## src/rtl/rv_ctrl_pkg.sv

```systemverilog
// Shared types for the multicycle RV32I controller: FSM states, opcodes, datapath select encodings.
// Latency: n/a (types and pure functions only).
// Backpressure: n/a.
package rv_ctrl_pkg;

    typedef enum logic [4:0] {
        S_FETCH,
        S_DECODE,
        S_EXEC_R,
        S_EXEC_I,
        S_LUI,
        S_AUIPC,
        S_ALU_WB,
        S_MEM_ADDR,
        S_MEM_RD,
        S_MEM_WB,
        S_MEM_WR,
        S_BRANCH,
        S_JAL,
        S_JALR,
        S_JALR_LINK,
        S_JUMP_PC,
        S_ILLEGAL
    } state_t;

    localparam logic [6:0] OP_R      = 7'b0110011;
    localparam logic [6:0] OP_IMM    = 7'b0010011;
    localparam logic [6:0] OP_LOAD   = 7'b0000011;
    localparam logic [6:0] OP_STORE  = 7'b0100011;
    localparam logic [6:0] OP_BRANCH = 7'b1100011;
    localparam logic [6:0] OP_JAL    = 7'b1101111;
    localparam logic [6:0] OP_JALR   = 7'b1100111;
    localparam logic [6:0] OP_LUI    = 7'b0110111;
    localparam logic [6:0] OP_AUIPC  = 7'b0010111;

    localparam logic [2:0] F3_BEQ  = 3'b000;
    localparam logic [2:0] F3_BNE  = 3'b001;
    localparam logic [2:0] F3_BLT  = 3'b100;
    localparam logic [2:0] F3_BGE  = 3'b101;
    localparam logic [2:0] F3_BLTU = 3'b110;
    localparam logic [2:0] F3_BGEU = 3'b111;

    typedef enum logic [1:0] {
        ALU_ADD    = 2'b00,
        ALU_SUB    = 2'b01,
        ALU_FUNCT  = 2'b10,
        ALU_PASS_B = 2'b11
    } alu_op_t;

    typedef enum logic [1:0] {
        SRCA_PC    = 2'b00,
        SRCA_OLDPC = 2'b01,
        SRCA_RS1   = 2'b10
    } src_a_t;

    typedef enum logic [1:0] {
        SRCB_RS2  = 2'b00,
        SRCB_IMM  = 2'b01,
        SRCB_FOUR = 2'b10
    } src_b_t;

    typedef enum logic [1:0] {
        RES_ALUOUT  = 2'b00,
        RES_MEMDATA = 2'b01,
        RES_ALU     = 2'b10
    } result_t;

    // First execute state for an opcode; unknown opcodes land in S_ILLEGAL.
    function automatic state_t decode_dispatch(input logic [6:0] op);
        state_t s;
        case (op)
            OP_R:               s = S_EXEC_R;
            OP_IMM:             s = S_EXEC_I;
            OP_LOAD, OP_STORE:  s = S_MEM_ADDR;
            OP_BRANCH:          s = S_BRANCH;
            OP_JAL:             s = S_JAL;
            OP_JALR:            s = S_JALR;
            OP_LUI:             s = S_LUI;
            OP_AUIPC:           s = S_AUIPC;
            default:            s = S_ILLEGAL;
        endcase
        return s;
    endfunction

endpackage

```

## src/rtl/multicycle_ctrl_branch_cond.sv

```systemverilog
// Branch resolution: funct3 plus ALU compare flags -> taken.
// Latency: purely combinational.
// Backpressure: none.
module branch_cond
    import rv_ctrl_pkg::*;
(
    input  logic [2:0] funct3,
    input  logic       alu_zero,
    input  logic       alu_lt,
    input  logic       alu_ltu,
    output logic       taken
);

    always_comb begin
        taken = 1'b0;
        case (funct3)
            F3_BEQ:  taken = alu_zero;
            F3_BNE:  taken = !alu_zero;
            F3_BLT:  taken = alu_lt;
            F3_BGE:  taken = !alu_lt;
            F3_BLTU: taken = alu_ltu;
            F3_BGEU: taken = !alu_ltu;
            default: taken = 1'b0;
        endcase
    end

endmodule

```

## src/rtl/multicycle_ctrl.sv

```systemverilog
// Moore FSM sequencing the multicycle RV32I datapath; ILLEGAL_TRAP_EN makes illegal opcodes a sticky trap.
// Latency (zero-wait memory): R/I/LUI/AUIPC 4, load 5, store 4, branch 3, JAL 4, JALR 5 cycles.
// Backpressure: mem_req/addr_sel/mem_we held in FETCH/MEM_RD/MEM_WR until mem_ready; ready elsewhere ignored.
module multicycle_ctrl
    import rv_ctrl_pkg::*;
#(
    parameter logic [1:0] RESET_ADDR_SEL = 2'b00
) (
    input  logic       clk,
    input  logic       rst,
    input  logic [6:0] opcode,
    input  logic [2:0] funct3,
    input  logic       alu_zero,
    input  logic       alu_lt,
    input  logic       alu_ltu,
    input  logic       mem_ready,
    output logic       mem_req,
    output logic       mem_we,
    output logic       addr_sel,
    output logic       ir_we,
    output logic       pc_we,
    output logic       reg_we,
    output logic [1:0] src_a_sel,
    output logic [1:0] src_b_sel,
    output logic [1:0] result_sel,
    output logic [1:0] alu_op,
    output logic       illegal
);

    state_t  state_q;
    state_t  state_d;
    logic    br_taken;
    src_a_t  src_a;
    src_b_t  src_b;
    result_t result;
    alu_op_t alu;

    branch_cond u_branch_cond (
        .funct3   (funct3),
        .alu_zero (alu_zero),
        .alu_lt   (alu_lt),
        .alu_ltu  (alu_ltu),
        .taken    (br_taken)
    );

    always_ff @(posedge clk) begin
        if (rst) begin
            state_q <= S_FETCH;
        end else begin
            state_q <= state_d;
        end
    end

    always_comb begin
        state_d = state_q;
        case (state_q)
            S_FETCH:     if (mem_ready) state_d = S_DECODE;
            S_DECODE:    state_d = decode_dispatch(opcode);
            S_EXEC_R,
            S_EXEC_I,
            S_LUI,
            S_AUIPC:     state_d = S_ALU_WB;
            S_ALU_WB,
            S_MEM_WB,
            S_BRANCH,
            S_JUMP_PC:   state_d = S_FETCH;
            S_MEM_ADDR:  state_d = (opcode == OP_LOAD) ? S_MEM_RD : S_MEM_WR;
            S_MEM_RD:    if (mem_ready) state_d = S_MEM_WB;
            S_MEM_WR:    if (mem_ready) state_d = S_FETCH;
            S_JAL,
            S_JALR_LINK: state_d = S_JUMP_PC;
            S_JALR:      state_d = S_JALR_LINK;
`ifdef ILLEGAL_TRAP_EN
            S_ILLEGAL:   state_d = S_ILLEGAL;
`else
            S_ILLEGAL:   state_d = S_FETCH;
`endif
            default:     state_d = S_FETCH;
        endcase
    end

    always_comb begin
        mem_req  = 1'b0;
        mem_we   = 1'b0;
        addr_sel = 1'b0;
        ir_we    = 1'b0;
        pc_we    = 1'b0;
        reg_we   = 1'b0;
        illegal  = 1'b0;
        src_a    = SRCA_PC;
        src_b    = SRCB_RS2;
        result   = RES_ALUOUT;
        alu      = ALU_ADD;
        case (state_q)
            S_FETCH: begin
                mem_req = 1'b1;
                src_b   = SRCB_FOUR;
                result  = RES_ALU;
                ir_we   = mem_ready;
                pc_we   = mem_ready;
            end
            S_DECODE: begin
                // Branch target (oldPC + imm) is parked in ALUOut here.
                src_a = SRCA_OLDPC;
                src_b = SRCB_IMM;
            end
            S_EXEC_R: begin
                src_a = SRCA_RS1;
                src_b = SRCB_RS2;
                alu   = ALU_FUNCT;
            end
            S_EXEC_I: begin
                src_a = SRCA_RS1;
                src_b = SRCB_IMM;
                alu   = ALU_FUNCT;
            end
            S_LUI: begin
                src_b = SRCB_IMM;
                alu   = ALU_PASS_B;
            end
            S_AUIPC: begin
                src_a = SRCA_OLDPC;
                src_b = SRCB_IMM;
            end
            S_ALU_WB: begin
                result = RES_ALUOUT;
                reg_we = 1'b1;
            end
            S_MEM_ADDR, S_JALR: begin
                src_a = SRCA_RS1;
                src_b = SRCB_IMM;
            end
            S_MEM_RD: begin
                mem_req  = 1'b1;
                addr_sel = 1'b1;
            end
            S_MEM_WB: begin
                result = RES_MEMDATA;
                reg_we = 1'b1;
            end
            S_MEM_WR: begin
                mem_req  = 1'b1;
                mem_we   = 1'b1;
                addr_sel = 1'b1;
            end
            S_BRANCH: begin
                src_a  = SRCA_RS1;
                src_b  = SRCB_RS2;
                alu    = ALU_SUB;
                result = RES_ALUOUT;
                pc_we  = br_taken;
            end
            S_JAL, S_JALR_LINK: begin
                // Link value oldPC + 4 goes straight from the ALU to rd.
                src_a  = SRCA_OLDPC;
                src_b  = SRCB_FOUR;
                result = RES_ALU;
                reg_we = 1'b1;
            end
            S_JUMP_PC: begin
                result = RES_ALUOUT;
                pc_we  = 1'b1;
            end
            S_ILLEGAL: begin
`ifdef ILLEGAL_TRAP_EN
                illegal = 1'b1;
`else
                illegal = 1'b0;
`endif
            end
            default: begin
                mem_req = 1'b0;
            end
        endcase

        // Reset masks everything, so a coincident mem_ready cannot fire an enable.
        if (rst) begin
            mem_req  = 1'b0;
            mem_we   = 1'b0;
            addr_sel = 1'b0;
            ir_we    = 1'b0;
            pc_we    = 1'b0;
            reg_we   = 1'b0;
            illegal  = 1'b0;
            src_a    = SRCA_PC;
            src_b    = SRCB_RS2;
            result   = result_t'(RESET_ADDR_SEL);
            alu      = ALU_ADD;
        end
    end

    assign src_a_sel  = src_a;
    assign src_b_sel  = src_b;
    assign result_sel = result;
    assign alu_op     = alu;

endmodule

```

## config.mk

```make
export PLATFORM = sky130hd
export DESIGN_NAME = multicycle_ctrl
export DESIGN_NICKNAME = d
export VERILOG_FILES = /design/src/rtl/rv_ctrl_pkg.sv /design/src/rtl/multicycle_ctrl_branch_cond.sv /design/src/rtl/multicycle_ctrl.sv
export SDC_FILE = /design/constraint.sdc
export NUM_CORES = 1
export LEC_CHECK = 0
export BUFFER_PORTS_ARGS = -buffer_cell sky130_fd_sc_hd__buf_2
export CAP_MARGIN = 0
export CORE_AREA = 2 2 43 45
export CTS_CLUSTER_SIZE = 28
export DETAILED_ROUTE_END_ITERATION = 8
export DIE_AREA = 0 0 45 47
export GPL_TIMING_DRIVEN = 0
export MAX_ROUTING_LAYER = met4
export PLACE_DENSITY = 0.72
export SYNTH_ARGS = -nofsm -noshare
export SYNTH_HDL_FRONTEND = slang
export SYNTH_SLANG_ARGS = --single-unit
```

## constraint.sdc

```tcl
create_clock -name clk -period 4.25 [get_ports clk]
set_input_delay 0.425 -clock clk [delete_from_list [all_inputs] [get_ports clk]]
set_output_delay 0.425 -clock clk [all_outputs]
set_load 0.03 [all_outputs]
```

# After elaboration in Yosys (flattened, before gate mapping)
# Index checks and enable logic that the tools add are counted.
[word_totals]
register_bits = 5
in_bits = 16
out_inout_bits = 15
word_cells = 77
[op_classes]
n_eq_ne = 32
muxes = 27
n_reduce_logical = 17
[op_table]
columns = ["cell", "count"]
rows = [
  ["case mux 5 bit (8 select lines)", 2],
  ["== test 5 x 4 -> 1 bit (second input constant)", 8],
  ["== test 7 x 6 -> 1 bit (second input constant)", 3],
  ["== test 7 bit (second input constant)", 3],
  ["== test 5 x 3 -> 1 bit (second input constant)", 4],
  ["two-way mux 5 bit", 3],
  ["== test 7 x 5 -> 1 bit (second input constant)", 2],
  ["== test 3 bit (second input constant)", 4],
  ["case mux 2 bit (2 select lines)", 3],
  ["OR reduction 4 bit", 3],
  ["two-way mux 1 bit", 11],
  ["== test 5 x 2 -> 1 bit (second input constant)", 2],
  ["two-way mux 2 bit", 5],
  ["OR reduction 2 bit", 4],
  ["== test 7 x 2 -> 1 bit (second input constant)", 1],
  ["inequality test 2 bit (second input constant)", 3],
  ["case mux 1 bit (6 select lines)", 1],
  ["case mux 2 bit (3 select lines)", 1],
  ["OR reduction 3 bit", 2],
  ["OR reduction 6 bit", 1],
  ["== test 5 x 1 -> 1 bit (second input constant)", 1],
  ["zero test 5 bit", 1],
  ["OR reduction 5 bit", 1],
  ["== test 3 x 1 -> 1 bit (second input constant)", 1],
  ["other kinds (4)", 6],
]

# Longest topological paths before layout
[logic_depth]
depth_word = 4
ltp_mapped = 5
depth_no_buf = 4

# Cells and area by module
# From an unflattened synthesis, not the netlist that was laid out.
[hier_totals]
cells_unflattened = 112
hier_area_um2 = 750.7
[by_module_without_submodules]
columns = ["module", "instances", "cells_each", "area_each_um2", "seq_area_each_um2"]
rows = [
  ["multicycle_ctrl", 1, 107, 710.7, 100.1],
  ["branch_cond", 1, 5, 40.0, 0.0],
]

# Worst setup path before layout
# OpenSTA, ideal clock, no wires.
[synth_path]
path_type = "register to output"
from = "reg state_q[3]"
to = "out src_b_sel[1]"
t_arrival_ns = 2.035
required_time_ns = 3.825
path_slack_ns = 1.790
stages_incl_launch_ff = 5
n_path_buf = 2
cell_sequence = "dfxtp_1 > clkbuf_1 > or3_1 > a211oi_1 > buf_4"
[synth_between]
elab_chain_cells = 4
word_cells_on_any_way = 13
cone_classes = "eq/ne (8); mux (2); reduce/logical (3)"
[synth_lines]
columns = ["element", "line_no", "rtl"]
rows = [
  ["start: declaration", "multicycle_ctrl.sv:30", "state_t state_q;"],
  ["start signal: assignment", "multicycle_ctrl.sv:50", "state_q <= state_d;"],
  ["== test 5 x 3 -> 1 bit, or another cell as far along", "multicycle_ctrl.sv:94", "case (state_q)"],
  ["OR reduction 6 bit (no line) / OR reduction 3 bit (equally long branches)", "-", ""],
  ["case mux 2 bit (2 select lines) *", "multicycle_ctrl.sv:94", ""],
  ["two-way mux 2 bit *", "multicycle_ctrl.sv:177", "if (rst) begin"],
  ["end: declaration", "multicycle_ctrl.sv:24", "output logic [1:0] src_b_sel,"],
]
# Every way passes the cells marked *; elsewhere a longest branch is shown, timed or not.

# Worst setup path after layout
[layout_path]
from = "reg state_q[1]"
to = "out pc_we"
[layout_between]
elab_chain_cells = 3
word_cells_on_any_way = 5
cone_classes = "eq/ne (2); mux (2); reduce/logical (1)"
[layout_lines]
columns = ["element", "line_no", "rtl"]
rows = [
  ["== test 5 x 4 -> 1 bit / zero test 5 bit (equally long branches)", "multicycle_ctrl.sv:94", ""],
  ["case mux 1 bit (3 select lines) *", "multicycle_ctrl.sv:94", ""],
  ["two-way mux 1 bit *", "multicycle_ctrl.sv:177", ""],
  ["end: declaration", "multicycle_ctrl.sv:21", "output logic pc_we,"],
]
# Marks and branches as above.

==> results by group <==
Status
  • Outcome: finished clean

Synth
  • #FFs+latches synth: 5
  • Top cells by area, synth: dfxtp_1, nor2_1, a21oi_1
  • Seq/Total Area, Yosys: 0.143
  • Post-synth EDFFs: 0
  • Top cell type's share of synthesized area: 0.143
  • Async set-or-reset flop fraction in the synthesized netlist: 0
  • Netlist Area Pre-Place: 698 um2
  • Post-synth top area cell: dfxtp_1
  • Commonest register cell after synthesis: dfxtp_1
  • Syn Inst Count: 106
  • Yosys warnings: 0
  • Synthesized area per cell: 6.59 um2
  • Post-synth cell types: 42
  • Syn Nets: 122

Global route
  • Vias in the first global route: 715
  • Total global routing overflow: 0
  • Overall Global Routing Usage: 0.192
  • Pin count of the biggest net entering global routing: 11
  • Initial antenna violation count: 0
  • First-pass GRT wire length: 2940 um

STA
  • Final WS setup: 1.92 ns
  • Setup Skew: 0.00744 ns
  • RSZ-0062 raised after global routing: false
  • Crit path time final: 2.33 ns
  • Final setup fails: 0
  • Final Hold Viols: 0
  • Sum of negative setup slack: 0 ns
  • Period utilization: 0.548
  • Max Slew Vio Count: 0
  • Fmax: 429 MHz

Floorplanning
  • DIE HEIGHT: 47 um
  • Site Rows: 15
  • Die ar.: 2120 um2
  • Initial Utilization: 0.423
  • IO Pins: 31
  • Area of the core: 1650 um2
  • Die X: 45 um

Setup path
  • Startpoint types: flip-flop
  • Req. time, crit path: 3.83 ns
  • Crit-path max FO: 10
  • Worst R2R Setup Slack: 2.24 ns
  • Worst Setup End Kind: output port
  • CP Class: flip-flop to output port
  • Worst Path Arrival: 1.90 ns
  • R2r worst-path depth: 4

Finish
  • Largest regs: state_q (5)
  • Antenna fix cells: 0
  • Reg with most FFs: state_q
  • Final std cells w/o fill: 155
  • Fin nets: 155
  • Share of layout cells above drive strength 1: 0.268
  • Largest register FFs: 5
  • Layout area overhead: 26.9%
  • Final Cell Area: 886 um2
  • Fillers: 180

Drt
  • Detail-routed via count per cell: 5.77
  • Detailed Routing Iterations Pass 1: 4
  • DR vias: 895
  • Drt drc: 0
  • Post-route antenna net violation count: 0
  • DR WL/cell: 12.3 um
  • Total wire length: 1910 um
  • Iter 0 DRT Violations: 16

CTS
  • CTS tree: yes
  • Post-CTS Resized: 0
  • Clk buf depth: 2
  • Num CTS Buffers: 3
  • Reg clk slew, reported paths: 0.05 ns
  • # Post-CTS Setup Buffers: 0
  • Clock sinks: 5
  • Htree depth: 1
  • Clk Latency, worst-skew pair: 0.25 ns
  • Clock Tree Root: clkbuf_4
  • Hold buffers post-CTS: 0

Power and ir drop
  • Switching power: 0.000207 W
  • Clock Power Share: 0.141
  • Worst vdd ir: 153 uV
  • Total Power: 0.000402 W
  • Gate power share: 0.677
  • Pleak: 0.399 nW
  • Sequential group share of total power: 0.183
  • Pwr dens: 454 nW/um2
  • Switching Share: 0.515
  • Int Power: 0.000195 W

Flow run
  • Max cap viols: 0

Place
  • Placed Instance Area: 860 um2
  • HPWL after DPL: 1490 um
  • Placer Congestion: 0.953
  • Buffers on Ports: 28
  • Dpl cells: 151
  • Pre-CTS setup slack: 2.19 ns

Min path
  • Depth of the worst hold-timing path: 2
  • Worst Hold Class: input port to flip-flop
==> cells in the final DEF, fill, tap and decap left out, drive strengths merged, types with 3 or more instances in the layout <==
cell	count
nand3	3
dfxtp	5
nor2	11
o21ai	4
inv	5
nor3	5
clkbuf	12
a21oi	8
or3	6
nand2b	5
nor2b	4
nand2	7
buf	30
==> cells by family after synthesis <==
group | Yosys count | share of synthesized area
compound gates | 31 | 0.314
xor+xnor | 2 | 0.0251
buf+inv | 15 | 0.0914
flops | 5 | 0.143
mux | 1 | 0.0143
other cells | 1 | 0.00537
simple gates | 51 | 0.407
==> cell usage after synthesis (2+ instances only) <==
master	count
a211oi_1	2
clkbuf_1	8
nand2_1	7
nand3_1	3
o32a_1	2
nor2b_1	4
o21ai_0	4
a21oi_1	8
xor2_1	2
dfxtp_1	5
nor3_1	5
buf_4	2
nand2b_1	5
nor4_1	2
or3_1	6
nor2_1	11
inv_1	5
==> final cells by class <==
type	count	area (um2)	share of cell area
Inverter	5	18.8	0.0212
Clock buffer	4	26.3	0.0297
Sequential cell	5	100	0.113
Tap cell	17	21.3	0.0240
Buffer	10	45.0	0.0508
Multi-Input combinational cell	86	534	0.603
Timing Repair Buffer	28	140	0.158
==> power by group through the flow <==
stage	clock network, W	logic [W]	registers, W
floorplan	0	0.000208	0.0000693
global placement	0	0.000268	0.0000730
detailed placement	0	0.000272	0.0000737
CTS	0.0000579	0.000274	0.0000729
global route	0.0000627	0.000295	0.0000742
finish	0.0000565	0.000272	0.0000735
==> stage by stage <==
stage          utilization  hold WS, ns
6_report             0.536        0.423
5_1_grt              0.536        0.427
4_1_cts              0.536        0.416
3_5_place_dp         0.520        0.616
3_3_place_gp         0.520        0.604
2_1_floorplan            -        0.494
==> critical path, cell delays in order, from the launching register on <==
cell and delay [ns]:
dfxtp_1 0.35, clkbuf_1 0.29, clkbuf_1 0.37, nand3_1 0.17
o31ai_1 0.24, buf_2 0.23
==> path summary, 6_finish.rpt <==
| check | from | endpoint |
|---|---|---|
| max | state_q[1]$_SDFFE_PP0P_ | pc_we |
| max reg2reg | state_q[0]$_SDFFE_PP0P_ | state_q[3]$_SDFFE_PP0P_ |
| min | rst | state_q[2]$_SDFFE_PP0P_ |
| min reg2reg | state_q[1]$_SDFFE_PP0P_ | state_q[4]$_SDFFE_PP0P_ |
==> layer usage <==
layer / vias to the layer above / global-route usage / share of wire
met3: 2 / 0.0231 / 0.070
met2: 37 / 0.340 / 0.48
met5: - / - / 0
met1: 403 / 0.228 / 0.43
li1: 453 / - / -
met4: 0 / 0.0529 / 0.012
Power figures use the tool's default switching activity.
